$ cat config.mk
export PLATFORM = sky130hd
export DESIGN_NAME = uart_rx
export DESIGN_NICKNAME = d
export VERILOG_FILES = /design/src/rtl/uart_pkg.sv /design/src/rtl/uart_sync.sv /design/src/rtl/uart_rx.sv
export SDC_FILE = /design/constraint.sdc
export NUM_CORES = 1
export LEC_CHECK = 0
export CORE_MARGIN = 2
export CORE_UTILIZATION = 55
export DETAILED_ROUTE_END_ITERATION = 12
export DONT_BUFFER_PORTS = 1
export GPL_TIMING_DRIVEN = 0
export PLACE_DENSITY = 0.7
export SYNTH_ARGS = -nofsm -noshare
export SYNTH_HDL_FRONTEND = slang
export SYNTH_SLANG_ARGS = --single-unit
$ cat constraint.sdc
create_clock -name clk -period 2.5 [get_ports clk]
set_input_delay 0.5 -clock clk [delete_from_list [all_inputs] [get_ports clk]]
set_output_delay 0.5 -clock clk [all_outputs]
set_load 0.005 [all_outputs]
$ cat src/rtl/uart_pkg.sv
// Shared UART definitions: receiver state encoding, frame width and default oversampling.
package uart_pkg;

  localparam int UART_DATA_BITS          = 8;
  localparam int UART_OVERSAMPLE_DEFAULT = 16;

  typedef enum logic [2:0] {
    IDLE      = 3'd0,
    START     = 3'd1,
    DATA      = 3'd2,
    STOP      = 3'd3,
    WAIT_IDLE = 3'd4
  } uart_state_e;

endpackage

$ cat src/rtl/uart_sync.sv
// Multi-flop synchronizer for an asynchronous, idle-high line; all stages reset to 1.
module uart_sync #(
  parameter int STAGES = 2
) (
  input  logic clk,
  input  logic rst_n,
  input  logic d,
  output logic q
);

  logic [STAGES-1:0] sync_q;
  logic [STAGES-1:0] sync_d;

  // Shift the raw line one stage deeper per clock.
  always_comb begin
    sync_d = {sync_q[STAGES-2:0], d};
  end

  // Synchronizer flops; reset to the idle (high) level so no false start follows reset.
  always_ff @(posedge clk or negedge rst_n) begin
    if (!rst_n) sync_q <= '1;
    else        sync_q <= sync_d;
  end

  assign q = sync_q[STAGES-1];

endmodule

$ cat src/rtl/uart_rx.sv
// 8N1 UART receiver with 2-of-3 mid-bit voting and a valid/ready byte output.
//
// state     | meaning
// ----------+-----------------------------------------------------------
// IDLE      | line idle, waiting for a low level on rx_s
// START     | inside the start bit, confirming it at mid-bit
// DATA      | sampling the 8 data bits, LSB first
// STOP      | checking the stop bit; deliver byte, overrun or framing error
// WAIT_IDLE | after a framing error, wait for the line to return high
module uart_rx
  import uart_pkg::*;
#(
  parameter int OVERSAMPLE  = UART_OVERSAMPLE_DEFAULT,
  parameter int SYNC_STAGES = 2
) (
  input  logic                      clk,
  input  logic                      rst_n,
  input  logic                      RX,
  output logic [UART_DATA_BITS-1:0] data,
  output logic                      valid,
  input  logic                      ready,
  output logic                      busy,
  output logic                      framing_err,
  output logic                      overrun
);

  localparam int TW = $clog2(OVERSAMPLE);
  localparam logic [TW-1:0] TICK_LAST = TW'(OVERSAMPLE - 1);
  localparam logic [TW-1:0] TICK_PRE  = TW'(OVERSAMPLE / 2 - 1);
  localparam logic [TW-1:0] TICK_MID  = TW'(OVERSAMPLE / 2);
  localparam logic [TW-1:0] TICK_SMP  = TW'(OVERSAMPLE / 2 + 1);
  localparam logic [2:0]    BIT_LAST  = 3'(UART_DATA_BITS - 1);

  logic rx_s;

  uart_state_e               state_q, state_d;
  logic [TW-1:0]             tick_q, tick_d, tick_next;
  logic [1:0]                vote_q, vote_d;
  logic [2:0]                bit_idx_q, bit_idx_d;
  logic [UART_DATA_BITS-1:0] shift_q, shift_d;
  logic [UART_DATA_BITS-1:0] data_q, data_d;
  logic                      valid_q, valid_d;
  logic                      framing_err_q, framing_err_d;
  logic                      overrun_q, overrun_d;
  logic                      sample;
  logic                      mid_hit;

  uart_sync #(.STAGES(SYNC_STAGES)) u_sync (
    .clk   (clk),
    .rst_n (rst_n),
    .d     (RX),
    .q     (rx_s)
  );

  assign tick_next = (tick_q == TICK_LAST) ? '0 : tick_q + TW'(1);
  assign sample    = (vote_q[0] & vote_q[1]) | (vote_q[0] & rx_s) | (vote_q[1] & rx_s);
  assign mid_hit   = (tick_q == TICK_SMP);

  // Next-state, bit timing, shifting and output handshake.
  always_comb begin
    state_d       = state_q;
    tick_d        = tick_q;
    vote_d        = vote_q;
    bit_idx_d     = bit_idx_q;
    shift_d       = shift_q;
    data_d        = data_q;
    valid_d       = valid_q;
    framing_err_d = 1'b0;
    overrun_d     = 1'b0;

    if (valid_q && ready) valid_d = 1'b0;
    if (tick_q == TICK_PRE) vote_d[0] = rx_s;
    if (tick_q == TICK_MID) vote_d[1] = rx_s;

    unique case (state_q)
      IDLE: begin
        tick_d = '0;
        // The cycle the falling edge is seen is count 0, so the counter is
        // cleared here and enters START already at 1; the vote then centres
        // on the true middle of each bit.
        if (!rx_s) begin
          state_d = START;
          tick_d  = TW'(1);
        end
      end
      START: begin
        tick_d = tick_next;
        if (mid_hit) begin
          if (!sample) begin
            state_d   = DATA;
            bit_idx_d = '0;
          end else begin
            state_d = IDLE;
          end
        end
      end
      DATA: begin
        tick_d = tick_next;
        if (mid_hit) begin
          shift_d = {sample, shift_q[UART_DATA_BITS-1:1]};
          if (bit_idx_q == BIT_LAST) state_d = STOP;
          else                       bit_idx_d = bit_idx_q + 3'd1;
        end
      end
      STOP: begin
        tick_d = tick_next;
        if (mid_hit) begin
          if (sample) begin
            // A byte being consumed this cycle frees the slot for the new one.
            if (!valid_q || ready) begin
              data_d  = shift_q;
              valid_d = 1'b1;
            end else begin
              overrun_d = 1'b1;
            end
            state_d = IDLE;
          end else begin
            framing_err_d = 1'b1;
            state_d       = WAIT_IDLE;
          end
        end
      end
      WAIT_IDLE: begin
        tick_d = '0;
        if (rx_s) state_d = IDLE;
      end
      default: begin
        state_d = IDLE;
        tick_d  = '0;
      end
    endcase
  end

  // State and datapath registers.
  always_ff @(posedge clk or negedge rst_n) begin
    if (!rst_n) begin
      state_q       <= IDLE;
      tick_q        <= '0;
      vote_q        <= '0;
      bit_idx_q     <= '0;
      shift_q       <= '0;
      data_q        <= '0;
      valid_q       <= 1'b0;
      framing_err_q <= 1'b0;
      overrun_q     <= 1'b0;
    end else begin
      state_q       <= state_d;
      tick_q        <= tick_d;
      vote_q        <= vote_d;
      bit_idx_q     <= bit_idx_d;
      shift_q       <= shift_d;
      data_q        <= data_d;
      valid_q       <= valid_d;
      framing_err_q <= framing_err_d;
      overrun_q     <= overrun_d;
    end
  end

  assign data        = data_q;
  assign valid       = valid_q;
  assign busy        = (state_q != IDLE);
  assign framing_err = framing_err_q;
  assign overrun     = overrun_q;

endmodule

**After elaboration in Yosys (flattened, before gate mapping)**

Cells that the tools add are included.

- Bitwise logic cells: 5
- Reduce and logical (&&, ||, !) cells: 11
- Add/sub/neg operators: 2
- Div/mod/pow operators: 0
- Shift-type cells: 0
- Multiply operators: 0
- Multiplexer cells: 29
- Order comparisons: 0
- Equal/unequal tests: 17

Operator list:

| kind | count |
|---|---|
| $mux W3 | 11 |
| $pmux W3 S5 | 1 |
| $ne A2 B2 Y1 const B | 7 |
| $mux W1 | 13 |
| $eq A4 B4 Y1 const B | 3 |
| $pmux W4 S2 | 1 |
| $eq A3 B2 Y1 const B | 2 |
| $eq A3 B3 Y1 const B | 2 |
| $pmux W3 S2 | 1 |
| $reduce_and A6 Y1 | 1 |
| $reduce_and A5 Y1 | 1 |
| $add A4 B1 Y4 const B | 1 |
| $eq A4 B3 Y1 const B | 1 |
| $mux W4 | 1 |
| $reduce_and A4 Y1 | 1 |
| $add A3 B1 Y3 const B | 1 |
| $and A1 B1 Y1 | 3 |
| $eq A3 B1 Y1 const B | 1 |
| $logic_not A3 Y1 | 1 |
| $reduce_bool A3 Y1 | 1 |
| $reduce_or A3 Y1 | 1 |
| $mux W2 | 1 |
| $ne A2 B1 Y1 const B | 1 |
| $or A1 B1 Y1 | 2 |
| other kinds (5) | 5 |

- RAM bits: 0
- Output and inout bits: 12
- Memories kept: 0
- ROM bits: 0
- Bits in latches: 0
- Bits of input ports: 4
- Logic and storage cells: 75
- Flip-flop bits (word level): 33

**Depth between registers and ports, before layout**

Gate-level depths: netlist (run 1).

- Depth after elaboration: 6
- Gate-level depth with buffers: 7
- Mapped depth without buffers: 5

**Hierarchy**

Synthesis (run 1) repeated with hierarchy kept, for this count alone.

- Cell total of the unflattened synthesis: 115
- Area, all modules: 1,462.7 µm²

By module, submodules not included:

| module | area each (µm²) | seq. area each (µm²) | cells an instance | times used |
|---|---|---|---|---|
| uart_rx | 1,410.1 | 775.7 | 113 | 1 |
| uart_sync | 52.6 | 52.6 | 2 | 1 |

**Worst setup path before layout (run 1)**

Ideal clock, no wire load.

- Path kind: flip-flop to flip-flop
- From: register tick_q[1]
- To: register shift_q[0]
- Clock period less this slack: 1,662 ps
- Setup slack: 838 ps
- Path buffers: 2
- Stages on the path, launching flop included: 8
- Library setup time: 125 ps
- Data arrival time: 1,537 ps
- Data required time: 2,375 ps
- Cells stage by stage: dfrtp_1 -> inv_1 -> ha_1 -> and3b_1 -> buf_6 -> and3b_1 -> buf_6 -> mux2_4

- Longest elaborated chain between the ends: 2

Ends and longest elaborated chain:

| item | line | text |
|---|---|---|
| from (decl) | uart_rx.sv:37 | `logic [TW-1:0] tick_q, tick_d, tick_next;` |
| from (signal assigned) | uart_rx.sv:148 | `tick_q <= tick_d;` |
| $eq A4 B4 Y1 | uart_rx.sv:57 | `assign mid_hit = (tick_q == TICK_SMP);` |
| $reduce_and A2 Y1 (no line) | - |  |
| to (signal assigned) | uart_rx.sv:151 | `shift_q <= shift_d;` |
| to (decl) | uart_rx.sv:40 | `logic [UART_DATA_BITS-1:0] shift_q, shift_d;` |

No other way between the ends.
A chain may end at the register's enable or synchronous reset.

**Worst setup path in the final report (run 1)**

- From: register state_q[0]
- To: output busy

- Longest elaborated chain between the ends: 1

Ends and longest elaborated chain:

| item | line | text |
|---|---|---|
| from (decl) | uart_rx.sv:36 | `uart_state_e state_q, state_d;` |
| from (signal assigned) | uart_rx.sv:147 | `state_q <= state_d;` |
| $reduce_bool A3 Y1 | uart_rx.sv:161 | `assign busy = (state_q != IDLE);` |
| to (decl) | uart_rx.sv:22 | `output logic busy,` |

No other way between the ends.

==> impl_results.md, run 1 <==
* Area occupied by registers at between 800 and 900 um2
* Synth Register Bits at 33
* Starting Density at 0.566
* NumNets Final at between 100 and 150
* Clock power share at 0.210
* Main combinational cell family by area after synthesis: multiplexers
* First-pass GRT wire length at between 4 and 5 mm
* Congestion Overflow GR at 0
* Final ANT Viol Nets at 0
* Arr. time, crit path at 1320 ps
* Row count at 19
* Simple-gate share of the synthesized area at 0.141
* Fin crit share at 0.727
* Comb pwr share at 0.286
* Status: complete, no violations
* Num CTS Buffers at 5
* DR vias at ~900
* Share of cells above drive strength 1 at 0.328
* # hold bufs at CTS at 2
* Reg power frac at 0.504
* Final Max Tran Viols at 0
* Synthesized cell area at 0.00152 mm2
* RD Place Congestion at around 0.70
* Yosys warnings at 0
* Largest net degree at the start of global routing at 34
* DP HPWL at approximately 1.7 mm
* PD cells at between 800 and 900 mW/mm2
* Net Sw Frac at 0.332
* Switching Power at roughly 450 uW
* # clock sinks at 33
* Most used flip-flop cell after synthesis: dfrtp_1
* Mux contribution to synthesized area at 0.153
* FFs w/ async S/R, synth at 1.00
* Clock root cell: clkbuf_4
* Cts repair resizes at 0
* Final setup viols at 0
* Final Util at 0.612
* Crit path kind: reg2out
* Hold Crit Class: in2reg
* RSZ-0062 raised after global routing: false
* TritonRoute pass-1 iters at 4
* Io pins at 16
* WL final at between 2 and 2.5 mm
* Core area at 0.00269 mm2
* Starting DRT DRC Count at 15
* H-tree depth at 2
* Drt via density at ~5.8
* Final count of hold timing violations at 0
* Area of the multi-input gates at about 640 um2
* Worst-Margin Slew at just under 400 ps
* Post-synthesis sequential area ratio at 0.544
* Port Buffers at 0
* Critical Path RT at 2000 ps
* Synth Net Count at 121
* Synth cell types at 35
* CP Capture Type: primary output
* Die ar. at around 0.0032 mm2
* Gr usage total at 0.182
* Design Power at approximately 1300 uW
* Filler instances at ~210
* VDD IR max at roughly 0.72 mV
* Most common cell after layout, fill and taps aside: dfrtp_1
* TNS Setup at 0 ps
* Reg2reg path depth at 7
* Clock latency on the worst-skew pair at 330 ps
* Worst Hold Depth at 0
* Synth Instances at between 100 and 150
* CTS tree: built
* Worst Hold Path EP: u_sync.sync_q[0]$_DFF_PN1_
* Setup Skew at 12.1 ps
* Initial antenna violation count at 0
* Die Y at between 50 and 60 um
* Critical Path Fanout Max at 10
* Commonest non-fill, non-tap cells in the layout: dfrtp_1 (31), mux2_2 (10), mux2_4 (8)
* Min-Delay Startpoint: RX
* Synth Area in Compound Gates at 0.0724
* Critical Path Source Type: register
* Maxcap violations at 0
* RR Startpoint: tick_q[1]$_DFF_PN0_
* Number of synthesized flops with an enable pin at 0
* Area grow syn2layout at 8.14%
* Mean routed wirelength per cell at ~16 um
* Ant diodes at 0
* Post-CTS setup buffers at 0
* Pleak at between 0.0007 and 0.0008 uW
* R2R Path End: shift_q[3]$_DFFE_PN0P_
* Post-layout minimum cycle time at around 1800 ps
* Cell-internal power at about 900 uW
* # DRC at 0
* Longest Clk Path Bufs at 2
* Slew headroom at 0.735
* Reg2Reg Setup Slack at 710 ps
* Reg clk slew, reported paths at between 100 and 150 ps
* Die Wd at 56.6 um
* F_max at ~550 MHz
* Vias in the first global route at 925
* Mapped Avg Cell Area at ~14 um2
* Post-synthesis adder-cell area fraction at 0.0477
* XOR/XNOR Fraction of Synth Area at 0.00576
cell usage after synthesis, types with 2 or more instances:
cell type  number  share of area
o21ai_0         4          0.013
nand3_1         4          0.013
dfstp_2         2          0.035
and3b_1         3          0.017
nand2b_1        2         0.0082
mux2_2         10          0.074
buf_6           2          0.015
nand2_1         3         0.0074
ha_1            5          0.041
o2bb2ai_1       2          0.012
a21oi_1         2         0.0066
dfrtp_1        31           0.51
mux2_4          8          0.079
nor2_1          5          0.012
inv_1           5          0.012
nor3_1          2         0.0066
a211oi_1        4          0.020
power groups by stage:
stage	logic [uW]	clock network, uW	registers, uW
detailed placement	371	0	689
CTS	387	295	679
floorplan	313	0	671
global placement	353	0	681
global route	437	321	695
finish	385	283	679
worst max-delay path: stages, from the launching register on:
cell      delay [ps]
dfrtp_1          390
clkbuf_1         210
or3_1            390
routing by layer:
metal  GRT usage  up-vias  wire length (um)  share of wire
li1            -      422                 -              -
met1       0.229      448              1100           0.45
met2       0.277       20              1190           0.49
met3      0.0714        5               111          0.045
met4      0.0782        0                40          0.016
met5           0        -                 0              0
final cells by class:
cell class                      instances  area share
Buffer                                  5      0.0221
Multi-Input combinational cell         69       0.388
Sequential cell                        33       0.503
Clock inverter                          3      0.0106
Inverter                                5      0.0114
Tap cell                               31      0.0236
Timing Repair Buffer                    2      0.0183
Clock buffer                            5      0.0228
worst max-delay path by stage:
stage	from	end	slack [ps]	cells past startpoint
2_1_floorplan	tick_q[1]$_DFF_PN0_	shift_q[0]$_DFFE_PN0P_	840	7
3_3_place_gp	tick_q[1]$_DFF_PN0_	shift_q[5]$_DFFE_PN0P_	750	7
3_5_place_dp	tick_q[1]$_DFF_PN0_	data[4]$_DFFE_PN0P_	690	6
4_1_cts	state_q[0]$_DFFE_PN0P_	busy	670	2
5_1_grt	tick_q[1]$_DFF_PN0_	data[6]$_DFFE_PN0P_	580	6
6_report	state_q[0]$_DFFE_PN0P_	busy	680	2
cells by family (layout without fill, tap and decap cells):
| kind of cell | after synthesis | after routing |
|---|---|---|
| flops | 33 | 33 |
| simple gates | 29 | 29 |
| mux | 18 | 18 |
| compound gates | 15 | 15 |
| buf+inv | 10 | 20 |
| fa+ha+maj | 6 | 6 |
| xor+xnor | 1 | 1 |
metrics by stage:
stage | setup slack (ps) | hold slack [ps] | cell area, um2 | std cells
floorplan | 838 | 204 | 1520 | 112
global placement | 754 | 205 | 1560 | 143
global route | 580 | 126 | 1650 | 153
CTS | 668 | 149 | 1650 | 153
detailed placement | 686 | 205 | 1560 | 143
finish | 683 | 168 | 1650 | 153
registers in the layout (all words and copies together) (netlist names):
signal         flops
valid              1
bit_idx_q          3
vote_q             2
state_q            3
framing_err        1
u_sync.sync_q      2
data               8
tick_q             4
shift_q            8
overrun            1
Note: power is estimated with default switching activity, not from simulation.
==> inputs of run 2 (changes only) <==
--- a/config.mk
+++ b/config.mk
@@ -10,7 +10,7 @@
 export DETAILED_ROUTE_END_ITERATION = 12
 export DONT_BUFFER_PORTS = 1
 export GPL_TIMING_DRIVEN = 0
-export PLACE_DENSITY = 0.7
+export PLACE_DENSITY = 0.73
 export SYNTH_ARGS = -nofsm -noshare
 export SYNTH_HDL_FRONTEND = slang
 export SYNTH_SLANG_ARGS = --single-unit
==> constraint.sdc (replaced) <==
create_clock -name clk -period 1.65 [get_ports clk]
set_input_delay 0.33 -clock clk [delete_from_list [all_inputs] [get_ports clk]]
set_output_delay 0.33 -clock clk [all_outputs]
set_load 0.005 [all_outputs]
==> run 2 against run 1 <==
Net effect: the flow now finishes with violations (setup timing); clock power up 120%; critical path depth up 5; combinational power up 87%; sequential share of layout area down 4.0 points; critical path type is now reg2reg.
==> impl_results.md, run 2 (same netlist as run 1, synthesis figures left out) <==
* Design Power at 2400 uW (+79%)
* GR met1 Demand/Resource at 0.214 (-0.0156)
* Area grow syn2layout at 17.6%
* Starting Density at 0.566 (unchanged)
* Failing checks: setup timing
* NumNets Final at 138 (+6.2%)
* Core area at 0.00269 mm2 (unchanged)
* Reg clk slew, reported paths at 100 ps (about the same)
* Dpl cell area at 0.00156 mm2 (+0.16%)
* Commonest non-fill, non-tap cells in the layout: dfrtp_1 (30), mux2_2 (10), mux2_4 (8), buf_4 (8), clkbuf_4 (5)
* Most common cell after layout, fill and taps aside: dfrtp_1
* Largest net degree at the start of global routing at 34 (unchanged)
* Worst-Margin Slew at 390 ps (-6.00 ps)
* Cell-internal power at 1660 uW (+85%)
* CP Capture Type: register
* Share of cells above drive strength 1 at 0.423 (+0.0952)
* DR vias at 913 (+2.0%)
* Io pins at 16 (unchanged)
* Congestion Overflow GR at 0 (unchanged)
* # clock sinks at 33 (unchanged)
* Final count of hold timing violations at 0 (unchanged)
* CTS tree: built
* Status: finished with violations
* Gr usage total at 0.190 (+0.00824)
* Final Max Tran Viols at 0 (unchanged)
* Clock latency on the worst-skew pair at 330 ps (about the same)
* Row count at 19 (unchanged)
* H-tree depth at 2 (unchanged)
* Gr busiest metal: met2
* Initial antenna violation count at 0 (unchanged)
* Design Area, Final at 0.00179 mm2 (+8.7%)
* Area of the multi-input gates at 678 um2 (+6.3%)
* Ant diodes at 0 (unchanged)
* Slew headroom at 0.739 (+0.00401)
* Final hold slack at 257 ps (+89.3 ps)
* Clock power share at 0.259 (+0.049)
* Post-placement cell count at 143 (unchanged)
* Comb pwr share at 0.299 (+0.013)
* Starting DRT DRC Count at 7 (-8)
* DP HPWL at 1.67 mm (+1.0%)
* TritonRoute pass-1 iters at 4 (unchanged)
* Filler instances at 187 (-11%)
* Arr. time, crit path at 1890 ps (+570 ps)
* Switching Power at 745 uW (+66%)
* WL final at 2.69 mm (+10%)
* Drt via density at 5.67 (-3.1%)
* Met3 usage at 0.0853 (+0.0138)
* Final ANT Viol Nets at 0 (unchanged)
* Critical Path Source Type: register
* Worst path slowest cell: dfrtp_1
* First-pass GRT wire length at 4.52 mm (+4.1%)
* Mean routed wirelength per cell at 16.7 um (+4.7%)
* Die ar. at 0.00320 mm2 (unchanged)
* Critical Path RT at 1870 ps (-130 ps)
* Vias in the first global route at 1047 (+13%)
* Area occupied by registers at 830 um2 (+0.15%)
* PD cells at 1340 mW/mm2 (+64%)
* # DRC at 0 (unchanged)
* Net Sw Frac at 0.310 (-0.0225)
* F_max at between 500 and 600 MHz
* Die Y at 56.6 um (unchanged)
* Port Buffers at 0 (unchanged)
* Num CTS Buffers at 5 (unchanged)
* Critical Path Fanout Max at 8 (-2)
* Max incr delay on CP at 410 ps (+20 ps)
* VDD IR max at 1.06 mV (+48%)
* RD Place Congestion at 0.686 (-1.5%)
* Setup Skew at 11.4 ps (-0.764 ps)
* Crit path kind: reg2reg
* Met2 GRT Util at 0.312 (+0.0349)
* Final setup viols at 8 (+8)
* Reg power frac at 0.442 (-0.062)
* Longest Clk Path Bufs at 2 (unchanged)
* Hold Crit Class: in2reg
* Clock root cell: clkbuf_4
* Fin crit share at 1.01
* Post-layout minimum cycle time at about 1700 ps
* Pre-CTS setup slack at -132 ps (-818 ps)
* Maxcap violations at 0 (unchanged)
* RSZ-0062 raised after global routing: true
* Pleak at 0.000838 uW (+8.2%)
* Die Wd at 56.6 um (unchanged)
* Finished Layout Cells at 161 (+5.2%)
* Worst-path cell chain: inv_2 -> ha_4 -> and3b_1 -> buf_6 -> and3b_1 -> buf_6 -> mux2_4
* Setup WS post-layout at -19.1 ps (-702 ps)
run 2: what timing repair did:
item	4_1_cts	5_1_grt
hold buffers	3	0
setup endpoints to repair	20	20
pin swaps	0	1
endpoints found under the hold margin	34	0
resized for setup	7	10
buffers inserted	5	3
run 2: routing by layer:
metal	share of wire	up-vias
li1	-	433
met1	0.44	456
met2	0.50	18
met3	0.044	6
met4	0.018	0
met5	0	-
run 2: cell type report:
cell class / instances / area share
inverters: 5 / 0.0105
well taps: 31 / 0.0217
multi-input cells: 69 / 0.379
clock buffers: 7 / 0.0308
plain buffers: 4 / 0.0217
clock inverters: 1 / 0.0168
flip-flops and latches: 33 / 0.464
repair buffers: 11 / 0.0559
run 2: through the flow:
step | TNS [ps] | util
2_1_floorplan | -54.4 | -
3_3_place_gp | -1060 | 0.582
3_5_place_dp | -2020 | 0.582
4_1_cts | -27.5 | 0.653
5_1_grt | -918 | 0.666
6_report | -107 | 0.666
run 2: final timing paths:
check	slack, ps	end	from	depth (start not counted)
hold reg to reg	360	u_sync.sync_q[1]$_DFF_PN1_	u_sync.sync_q[0]$_DFF_PN1_	0
min in group asynchronous	420	state_q[1]$_DFFE_PN0P_	rst_n	2
max in group asynchronous	960	u_sync.sync_q[1]$_DFF_PN1_	rst_n	2
setup / recovery	-20	shift_q[3]$_DFFE_PN0P_	tick_q[1]$_DFF_PN0_	7
hold / removal	260	overrun$_DFF_PN0_	ready	2
setup reg to reg	-20	shift_q[3]$_DFFE_PN0P_	tick_q[1]$_DFF_PN0_	7
run 2: power groups by stage:
stage	logic [uW]	clock network (uW)	registers (uW)
floorplan	476	0	1020
global placement	537	0	1040
detailed placement	562	0	1050
CTS	702	644	1030
global route	791	675	1080
finish	719	623	1060
run 2: worst max-delay path: cells and delay by family, from the launching register on:
kind	cells	cell delay [ps]
simple gates	2	340
mux	1	310
fa+ha+maj	1	140
buf+inv	3	370
flops	1	410
==> inputs of run 3 (changes only) <==
--- a/config.mk
+++ b/config.mk
@@ -5,12 +5,15 @@
 export SDC_FILE = /design/constraint.sdc
 export NUM_CORES = 1
 export LEC_CHECK = 0
+export CELL_PAD_IN_SITES_DETAIL_PLACEMENT = 0
+export CELL_PAD_IN_SITES_GLOBAL_PLACEMENT = 1
 export CORE_MARGIN = 2
-export CORE_UTILIZATION = 55
+export CORE_UTILIZATION = 45
 export DETAILED_ROUTE_END_ITERATION = 12
 export DONT_BUFFER_PORTS = 1
 export GPL_TIMING_DRIVEN = 0
-export PLACE_DENSITY = 0.73
+export PLACE_DENSITY_LB_ADDON = 0.1
+export REMOVE_ABC_BUFFERS = 1
 export SYNTH_ARGS = -nofsm -noshare
 export SYNTH_HDL_FRONTEND = slang
 export SYNTH_SLANG_ARGS = --single-unit
==> run 3 against run 2 <==
Net effect: largest power group unchanged; global-route usage down 4.1 points; the flow now finishes without violations; design area increased by 0.49%; cell count grew 7.5%; die area up 21%.
==> impl_results.md, run 3 (same netlist as run 1, synthesis figures left out) <==
* Status: complete, no violations
* Drt via density at 5.08 (-11%)
* RD Place Congestion at 0.659 (-3.9%)
* Commonest non-fill, non-tap cells in the layout: dfrtp_1 (29), mux2_2 (10), mux2_4 (8)
* Worst-Margin Slew at 389 ps (-1.68 ps)
* Setup Skew at 2.26 ps (-9.10 ps)
* VDD IR max at 0.712 mV (-33%)
* CTS tree: built
* Final Max Tran Viols at 0 (unchanged)
* PD cells at 1330 mW/mm2 (-0.87%)
* Post-placement cell count at 153 (+7.0%)
* Setup WS post-layout at 35.9 ps (+55.0 ps)
* Mean routed wirelength per cell at 14.6 um (-12%)
* Longest Clk Path Bufs at 2 (unchanged)
* Fin crit share at 0.978 (-0.0333)
* Critical Path Fanout Max at 8 (unchanged)
* Ant diodes at 0 (unchanged)
* RR Startpoint: tick_q[0]$_DFF_PN0_
* Hold Crit Class: in2reg
* Largest net degree at the start of global routing at 34 (unchanged)
* F_max at 620 MHz (+3.4%)
* Io pins at 16 (unchanged)
* Gr usage total at 0.149 (-0.0412)
* Die Y at 62.1 um (+9.8%)
* Congestion Overflow GR at 0 (unchanged)
* Min-Delay Startpoint: ready
* CP startpoint: tick_q[0]$_DFF_PN0_
* Critical Path Source Type: register
* Final ANT Viol Nets at 0 (unchanged)
* Dpl cell area at 0.00154 mm2 (-1.3%)
* Core area at 0.00328 mm2 (+22%)
* Row count at 21 (+2)
* Maxcap violations at 0 (unchanged)
* Clock root cell: clkbuf_4
* First-pass GRT wire length at 4.43 mm (-2.0%)
* Final count of hold timing violations at 0 (unchanged)
* Share of cells above drive strength 1 at 0.417 (-0.00575)
* Vias in the first global route at 897 (-14%)
* Crit path kind: reg2reg
* Pleak at 0.000823 uW (-1.7%)
* Finished Layout Cells at 173 (+7.5%)
* Final setup viols at 0 (-8)
* RSZ-0062 raised after global routing: false
* DP HPWL at 1.59 mm (-4.7%)
* # DRC at 0 (unchanged)
* Slew headroom at 0.740 (+0.00112)
* Initial antenna violation count at 0 (unchanged)
* Post-layout minimum cycle time at 1610 ps (-55.0 ps)
* Most common cell after layout, fill and taps aside: dfrtp_1
* Pre-CTS setup slack at -409 ps (-277 ps)
* Final Util at 0.547 (-0.119)
* Starting DRT DRC Count at 42 (+35)
* DR vias at 878 (-3.8%)
* TritonRoute pass-1 iters at 4 (unchanged)
* Design Area, Final at 0.00180 mm2 (+0.49%)
* H-tree depth at 2 (unchanged)
* WL final at 2.53 mm (-5.9%)
* Num CTS Buffers at 5 (unchanged)
* Clock latency on the worst-skew pair at 330 ps (about the same)
* CP Capture Type: register
* Reg clk slew, reported paths at 100 ps (about the same)
* Die ar. at 0.00386 mm2 (+21%)
* Area grow syn2layout at 18.2%
* NumNets Final at 135 (-2.2%)
* Port Buffers at 0 (unchanged)
* Die Wd at 62.1 um (+9.8%)
* Starting Density at 0.463 (-0.103)
* # clock sinks at 33 (unchanged)
* Critical Path RT at 1880 ps (about the same)
* Arr. time, crit path at 1840 ps (-50 ps)
## run 3: stage by stage
stage	total power, uW	TNS, ps	hold WS (ps)
6_report	2400	0	254
5_1_grt	2560	0	249
4_1_cts	2350	0	248
3_5_place_dp	1580	-4840	35.3
3_3_place_gp	1550	-4770	35.3
2_1_floorplan	1470	-1410	34.4
## run 3: per-layer routing
layer	track usage	routed length, um	vias up
met3	0.0598	118	4
met5	0	0	-
li1	-	-	432
met4	0.0667	40	0
met1	0.192	1210	425
met2	0.221	1160	17
## run 3: final cells by class
type	instances	area (um2)
Multi-Input combinational cell	69	673
Sequential cell	33	831
Fill cell	281	1490
Timing Repair Buffer	12	133
Clock inverter	1	30.0
Tap cell	46	57.6
Clock buffer	7	55.1
Inverter	5	18.8
## run 3: final timing paths
check,to,slack (ps),cells past startpoint
setup / recovery,shift_q[7]$_DFFE_PN0P_,40,5
hold / removal,overrun$_DFF_PN0_,250,2
setup reg to reg,shift_q[7]$_DFFE_PN0P_,40,5
hold reg to reg,u_sync.sync_q[1]$_DFF_PN1_,360,0
max in group asynchronous,u_sync.sync_q[0]$_DFF_PN1_,960,2
min in group asynchronous,state_q[0]$_DFFE_PN0P_,450,2
## run 3: repair_timing
action                                 in CTS  in global routing
setup buffers                               5                  4
hold buffers                                3                  0
setup endpoints to repair                  19                 11
endpoints found under the hold margin      34                  0
cloned                                      0                  0
pin swaps                                   1                  1
resized for setup                          10                  4
## run 3: critical path: stages, from the launching register on
cell     delay [ps]
dfrtp_1         430
ha_4            170
and3b_2         240
and3b_2         220
buf_12          150
mux2_4          300
## run 3: power breakdown
part           switching [uW]  internal (uW)  leakage [uW]  total, uW
registers                 143            928      0.000433       1070
logic                     314            382      0.000345        696
clock network             266            362     0.0000455        628
